--- src/rtl/i2c_reg_bank_pkg.sv ---
`default_nettype none
// ============================================================================
// Module   : i2c_regs_pkg
// Brief    : Shared types and constants for the I2C register bank.
// Revision : 1.0
// ============================================================================
package i2c_regs_pkg;

    typedef enum logic [1:0] {
        S_IDLE  = 2'd0,
        S_PTR   = 2'd1,
        S_WRITE = 2'd2,
        S_READ  = 2'd3
    } state_t;

    localparam logic [7:0] c_filler_byte = 8'hFF;
    localparam logic [7:0] c_id_default  = 8'h5C;

endpackage
`default_nettype wire

--- src/rtl/i2c_reg_bank_if.sv ---
`default_nettype none
// ============================================================================
// Module   : i2c_reg_bank_if
// Brief    : Byte-stream handshake between the I2C slave core and the bank.
// Revision : 1.0
// ============================================================================
interface i2c_reg_bank_if;

    logic       bus_start;
    logic       bus_stop;
    logic       rx_valid;
    logic [7:0] rx_data;
    logic       tx_req;
    logic       tx_ack;
    logic [7:0] tx_data;

    modport master (
        output bus_start, bus_stop, rx_valid, rx_data, tx_req,
        input  tx_ack, tx_data
    );

    modport slave (
        input  bus_start, bus_stop, rx_valid, rx_data, tx_req,
        output tx_ack, tx_data
    );

endinterface
`default_nettype wire

--- src/rtl/i2c_reg_bank.sv ---
`default_nettype none
// ============================================================================
// Module   : i2c_reg_bank
// Brief    : Pointer-addressed register file fed by the I2C slave byte stream.
// Revision : 1.0
// ============================================================================
module i2c_reg_bank
    import i2c_regs_pkg::*;
#(
    parameter int         NREGS    = 16,
    parameter logic [7:0] ID_VALUE = c_id_default,
    localparam int        AW       = $clog2(NREGS)
) (
    input  wire logic                 clk,
    input  wire logic                 rst_n,
    i2c_reg_bank_if.slave             bus,
    output      logic [NREGS*8-1:0]   regs_flat,
    output      logic                 wr_strobe,
    output      logic [AW-1:0]        wr_addr
);

    localparam logic [AW-1:0] c_id_idx = AW'(NREGS - 1);

    state_t        r_state;
    state_t        w_state_nxt;
    logic [AW-1:0] r_ptr;
    logic [AW-1:0] w_ptr_nxt;
    logic          r_tx_ack;
    logic [7:0]    r_tx_data;
    logic [7:0]    w_tx_data_nxt;
    logic          r_wr_strobe;
    logic [AW-1:0] r_wr_addr;
    logic          w_do_write;
    logic          w_wr_en;
    logic [7:0]    w_regs [NREGS];
    logic [7:0]    w_rd_byte;

    // Top index is a constant ID; every other index is a plain 8-bit register.
    for (genvar gi = 0; gi < NREGS; gi++) begin : g_reg
        if (gi == NREGS - 1) begin : g_id
            assign w_regs[gi] = ID_VALUE;
        end else begin : g_rw
            logic [7:0] r_val;
            always_ff @(posedge clk or negedge rst_n) begin
                if (!rst_n) begin
                    r_val <= '0;
                end else if (w_wr_en && (r_ptr == AW'(gi))) begin
                    r_val <= bus.rx_data;
                end
            end
            assign w_regs[gi] = r_val;
        end
        assign regs_flat[gi*8 +: 8] = w_regs[gi];
    end

    assign w_rd_byte = w_regs[r_ptr];
    assign w_wr_en   = w_do_write && (r_ptr != c_id_idx);

    always_ff @(posedge clk or negedge rst_n) begin
        if (!rst_n) begin
            r_state <= S_IDLE;
        end else begin
            r_state <= w_state_nxt;
        end
    end

    // Data event is resolved in the current state first; bus events then pick the next state.
    always_comb begin
        w_state_nxt   = r_state;
        w_ptr_nxt     = r_ptr;
        w_tx_data_nxt = r_tx_data;
        w_do_write    = 1'b0;
        case (r_state)
            S_IDLE: begin
                if (bus.tx_req) w_tx_data_nxt = c_filler_byte;
            end
            S_PTR: begin
                if (bus.rx_valid) begin
                    w_ptr_nxt   = bus.rx_data[AW-1:0];
                    w_state_nxt = S_WRITE;
                    if (bus.tx_req) w_tx_data_nxt = c_filler_byte;
                end else if (bus.tx_req) begin
                    w_tx_data_nxt = w_rd_byte;
                    w_ptr_nxt     = r_ptr + AW'(1);
                    w_state_nxt   = S_READ;
                end
            end
            S_WRITE: begin
                if (bus.rx_valid) begin
                    w_do_write = 1'b1;
                    w_ptr_nxt  = r_ptr + AW'(1);
                    if (bus.tx_req) w_tx_data_nxt = c_filler_byte;
                end else if (bus.tx_req) begin
                    w_tx_data_nxt = w_rd_byte;
                    w_ptr_nxt     = r_ptr + AW'(1);
                    w_state_nxt   = S_READ;
                end
            end
            S_READ: begin
                if (bus.tx_req) begin
                    if (bus.rx_valid) begin
                        w_tx_data_nxt = c_filler_byte;
                    end else begin
                        w_tx_data_nxt = w_rd_byte;
                        w_ptr_nxt     = r_ptr + AW'(1);
                    end
                end
            end
            default: w_state_nxt = S_IDLE;
        endcase
        if (bus.bus_stop) begin
            w_state_nxt = S_IDLE;
        end else if (bus.bus_start) begin
            w_state_nxt = S_PTR;
        end
    end

    always_ff @(posedge clk or negedge rst_n) begin
        if (!rst_n) begin
            r_ptr       <= '0;
            r_tx_ack    <= 1'b0;
            r_tx_data   <= c_filler_byte;
            r_wr_strobe <= 1'b0;
            r_wr_addr   <= '0;
        end else begin
            r_ptr       <= w_ptr_nxt;
            r_tx_ack    <= bus.tx_req;
            r_tx_data   <= w_tx_data_nxt;
            r_wr_strobe <= w_wr_en;
            if (w_wr_en) r_wr_addr <= r_ptr;
        end
    end

    assign bus.tx_ack  = r_tx_ack;
    assign bus.tx_data = r_tx_data;
    assign wr_strobe   = r_wr_strobe;
    assign wr_addr     = r_wr_addr;

endmodule
`default_nettype wire

--- src/flat_wrapper.sv ---
// flat-port wrapper written by rule: the top's interface ports become plain ports
module i2c_reg_bank_flat import i2c_regs_pkg::*;
#(
    parameter int         NREGS    = 16,
    parameter logic [7:0] ID_VALUE = c_id_default,
    localparam int        AW       = $clog2(NREGS)
)
  (clk, rst_n, regs_flat, wr_strobe, wr_addr, bus_bus_start, bus_bus_stop, bus_rx_valid, bus_rx_data, bus_tx_req, bus_tx_ack, bus_tx_data);
  i2c_reg_bank_if bus_i ();
  input  wire logic clk;
  input  wire logic rst_n;
  output      logic [NREGS*8-1:0] regs_flat;
  output      logic wr_strobe;
  output      logic [AW-1:0] wr_addr;
  input wire logic [$bits(bus_i.bus_start)-1:0] bus_bus_start;
  input wire logic [$bits(bus_i.bus_stop)-1:0] bus_bus_stop;
  input wire logic [$bits(bus_i.rx_valid)-1:0] bus_rx_valid;
  input wire logic [$bits(bus_i.rx_data)-1:0] bus_rx_data;
  input wire logic [$bits(bus_i.tx_req)-1:0] bus_tx_req;
  output wire logic [$bits(bus_i.tx_ack)-1:0] bus_tx_ack;
  output wire logic [$bits(bus_i.tx_data)-1:0] bus_tx_data;
  assign bus_i.bus_start = bus_bus_start;
  assign bus_i.bus_stop = bus_bus_stop;
  assign bus_i.rx_valid = bus_rx_valid;
  assign bus_i.rx_data = bus_rx_data;
  assign bus_i.tx_req = bus_tx_req;
  assign bus_tx_ack = bus_i.tx_ack;
  assign bus_tx_data = bus_i.tx_data;
  i2c_reg_bank #(.NREGS(NREGS), .ID_VALUE(ID_VALUE)) u_core (.clk(clk), .rst_n(rst_n), .bus(bus_i), .regs_flat(regs_flat), .wr_strobe(wr_strobe), .wr_addr(wr_addr));
endmodule
--- config.mk ---
export PLATFORM = sky130hd
export DESIGN_NAME = i2c_reg_bank_flat
export DESIGN_NICKNAME = d
export VERILOG_FILES = /design/src/rtl/i2c_reg_bank_pkg.sv /design/src/rtl/i2c_reg_bank_if.sv /design/src/rtl/i2c_reg_bank.sv /design/src/flat_wrapper.sv
export SDC_FILE = /design/constraint.sdc
export NUM_CORES = 1
export LEC_CHECK = 0
export ABC_AREA = 1
export CAP_MARGIN = 20
export CORE_AREA = 2 2 100 141
export CTS_CLUSTER_SIZE = 20
export DETAILED_ROUTE_END_ITERATION = 7
export DIE_AREA = 0 0 102 143
export PLACE_DENSITY = 0.9
export SLEW_MARGIN = 5
export SYNTH_ARGS = -nofsm -noshare
export SYNTH_HDL_FRONTEND = slang
export SYNTH_SLANG_ARGS = --single-unit
--- constraint.sdc ---
create_clock -name clk -period 3.3 [get_ports clk]
set_clock_uncertainty 0.15 [all_clocks]
set_input_delay 0.99 -clock clk [delete_from_list [all_inputs] [get_ports clk]]
set_output_delay 0.99 -clock clk [all_outputs]
set_load 0.03 [all_outputs]
==> run summary <==
first-pass GRT wire length - 35.6 mm
worst reg2reg setup slack - 790 ps
post-CTS setup buffer count - 0
critical path cell sequence - clkdlybuf4s50_1
GR Overflow Total - 0
Netlist cell types - 36
Synth Flop Type - dfrtp_1
worst setup path category - flip-flop to primary output
dpl cells - 1257
top-count cell post-synth - nand2_1
CTS Sinks - 140
delay-heaviest family, CP - buffers and inverters
CTS Buf Count - 17
combinational family with the most area after synthesis - simple AND/OR/NAND/NOR gates
ys async rst share - 100%
top post-synthesis cells by count - nand2_1, dfrtp_1, o21ai_0
WL/cell - 17.8 um
# rows - 50
compound-gate portion of the synthesized area - 14.0%
Rel. slew slack - 44.9%
worst hold slack - 357 ps
Post-synth EDFFs - 0
Detailed Route WL - 22.9 mm
Root Driver - clkbuf_16
Post-DRT Antenna Nets - 0
drt drc - 0
total die area - 0.0146 mm2
clock buffer depth - 2
Nets - 1115
VDD IR-drop max - 0.424 mV
PortBufs - 147
Ys Warns - 0
Critical Path RT - 2160 ps
Hold Fails Final Rpt - 0
Resized cells post-CTS - 0
P per Cell Area - 791 mW/mm2
Clock Pin Slew Worst Setup and Hold Paths - 60 ps
maximum clock rate - 355 MHz
adder-cell area share of the yosys netlist - 1.21%
chip height - 143 um
post-route cell area - 0.00944 mm2
antenna violations before repair - 0
first drt pass iteration count - 5
Tcrit/Tclk final - 85.4%
initial DRC count - 775
gr usage total - 32.3%
syn_area_per_cell - 7.58 um2
final setup vio count - 0
final non-filler cell total - 1288
slew at the pin with the worst max-slew slack - 824 ps
DR vias - 7192
P&R area growth vs syn - 30.4%
cell taking the most area after synthesis - dfrtp_1
vias in the first global route - 6751
worst skew pair latency - 430 ps
Synth Instances - 955
mean number of vias per cell - 5.58
Static Leakage - 4.36 nW
Seq cells post-synth - 140
fillers - 1003
post-layout min period - 2820 ps
core area - 0.0133 mm2
Yosys top cell area share - 45.6%
Synth area leaders - dfrtp_1, nand2_1, o21ai_0, inv_1, nor2_1
largest net degree at the start of global routing - 58
setup TNS - 0 ps
Max stage delay cell, worst path - clkdlybuf4s50_1
outcome - finished clean
diode count - 0
Hold-fix buffers, CTS - 0
fin. max-slew vios - 0
crit path DAT - 1680 ps
largest stage delay on the critical path - 680 ps
RSZ-0062 raised after global routing - no
width of the die - 102 um
H-Tree Depth - 4
XOR/XNOR Fraction of Synth Area - 0.121%
Buf/Inv on CP - 1
Final Power - 7.47 mW
Post-DP Area - 0.00883 mm2
mux cell area share after synthesis - 0%
crit-path max FO - 4
maximum capacitance violations - 0
sequential-to-total area share from yosys stat - 48.5%
layout cells sized above 1 - 8.59%
TritonCTS clock tree - done
hpwl dp - 16.1 mm
HP Class - input port to async pin
Ports - 156
Initial Util - 54.6%
simple-gate portion of the synthesized area - 26.0%
CP Launch Type - flip-flop
post-synthesis cell area - 0.00724 mm2
crit path capture type - primary output
Final Wtd Congestion - 1.02
-- per-layer routing --
layer | up-vias | part of all wire (%) | global-route usage [%]
met1 | 3325 | 37 | 41.5
met5 | - | 0 | 0
met2 | 481 | 48 | 51.3
met3 | 107 | 9.6 | 6.17
li1 | 3279 | - | -
met4 | 0 | 5.9 | 17.3
-- registers in the layout (all words and copies together) (netlist names) --
register / cells
u_core.bus.tx_ack: 1
u_core.bus.tx_data: 8
u_core.g.g_rw.r_val: 120
u_core.r_ptr: 4
u_core.r_state: 2
u_core.wr_addr: 4
u_core.wr_strobe: 1
-- stage by stage --
| stage | util (%) | setup WS (ps) |
|---|---|---|
| after floorplan | - | 1080 |
| after global placement | 66.6 | 378 |
| after detailed placement | 66.6 | 263 |
| after CTS | 71.2 | 478 |
| after global routing | 71.2 | 456 |
| final | 71.2 | 481 |
-- layout by cell type (no fill, tap or decap), drive strengths merged, types with 19 or more instances in the layout --
cell type | netlist | layout
clkdlybuf4s50 | 0 | 146
nand2 | 302 | 302
inv | 103 | 107
a21oi | 39 | 39
dfrtp | 132 | 132
clkbuf | 15 | 19
buf | 43 | 26
nor2 | 89 | 89
nand3 | 49 | 49
o21ai | 147 | 147
-- cell families after synthesis --
kind of cell,Yosys count
other cells,2
simple gates,447
buf+inv,162
flops,140
xor+xnor,1
fa+ha+maj,7
compound gates,196
-- where the power goes --
group	internal (mW)	switching (mW)	leakage, nW
Combinational	1.06	1.93	2.44
Sequential	2.10	0.367	1.63
Clock	1.23	0.775	0.289
Total	4.40	3.07	4.36
-- final cells by class --
| type | count | area [um2] | area share [%] |
|---|---|---|---|
| sequential | 140 | 3510 | 37.2 |
| multi-input combinational | 659 | 3020 | 32.0 |
| timing repair buffer | 172 | 1670 | 17.7 |
| clock buffer | 19 | 453 | 4.80 |
| inverter | 104 | 393 | 4.16 |
| tap | 182 | 228 | 2.41 |
| clock inverter | 12 | 160 | 1.70 |
-- path summary, 6_finish.rpt --
| check | end | start | cells past startpoint |
|---|---|---|---|
| max reg2reg | u_core.g_reg[2].g_rw.r_val[0] | u_core.r_ptr[0] | 6 |
| min | u_core.g_reg[11].g_rw.r_val[1] | rst_n | 1 |
| max | bus_tx_data[5] | u_core.bus.tx_data[5] | 1 |
| max in group asynchronous | u_core.bus.tx_data[1] | rst_n | 2 |
| min reg2reg | u_core.wr_addr[3] | u_core.wr_addr[3] | 2 |
| min in group clk | u_core.wr_addr[3] | u_core.wr_addr[3] | 2 |
No activity file was read; power rests on OpenSTA's default activity.
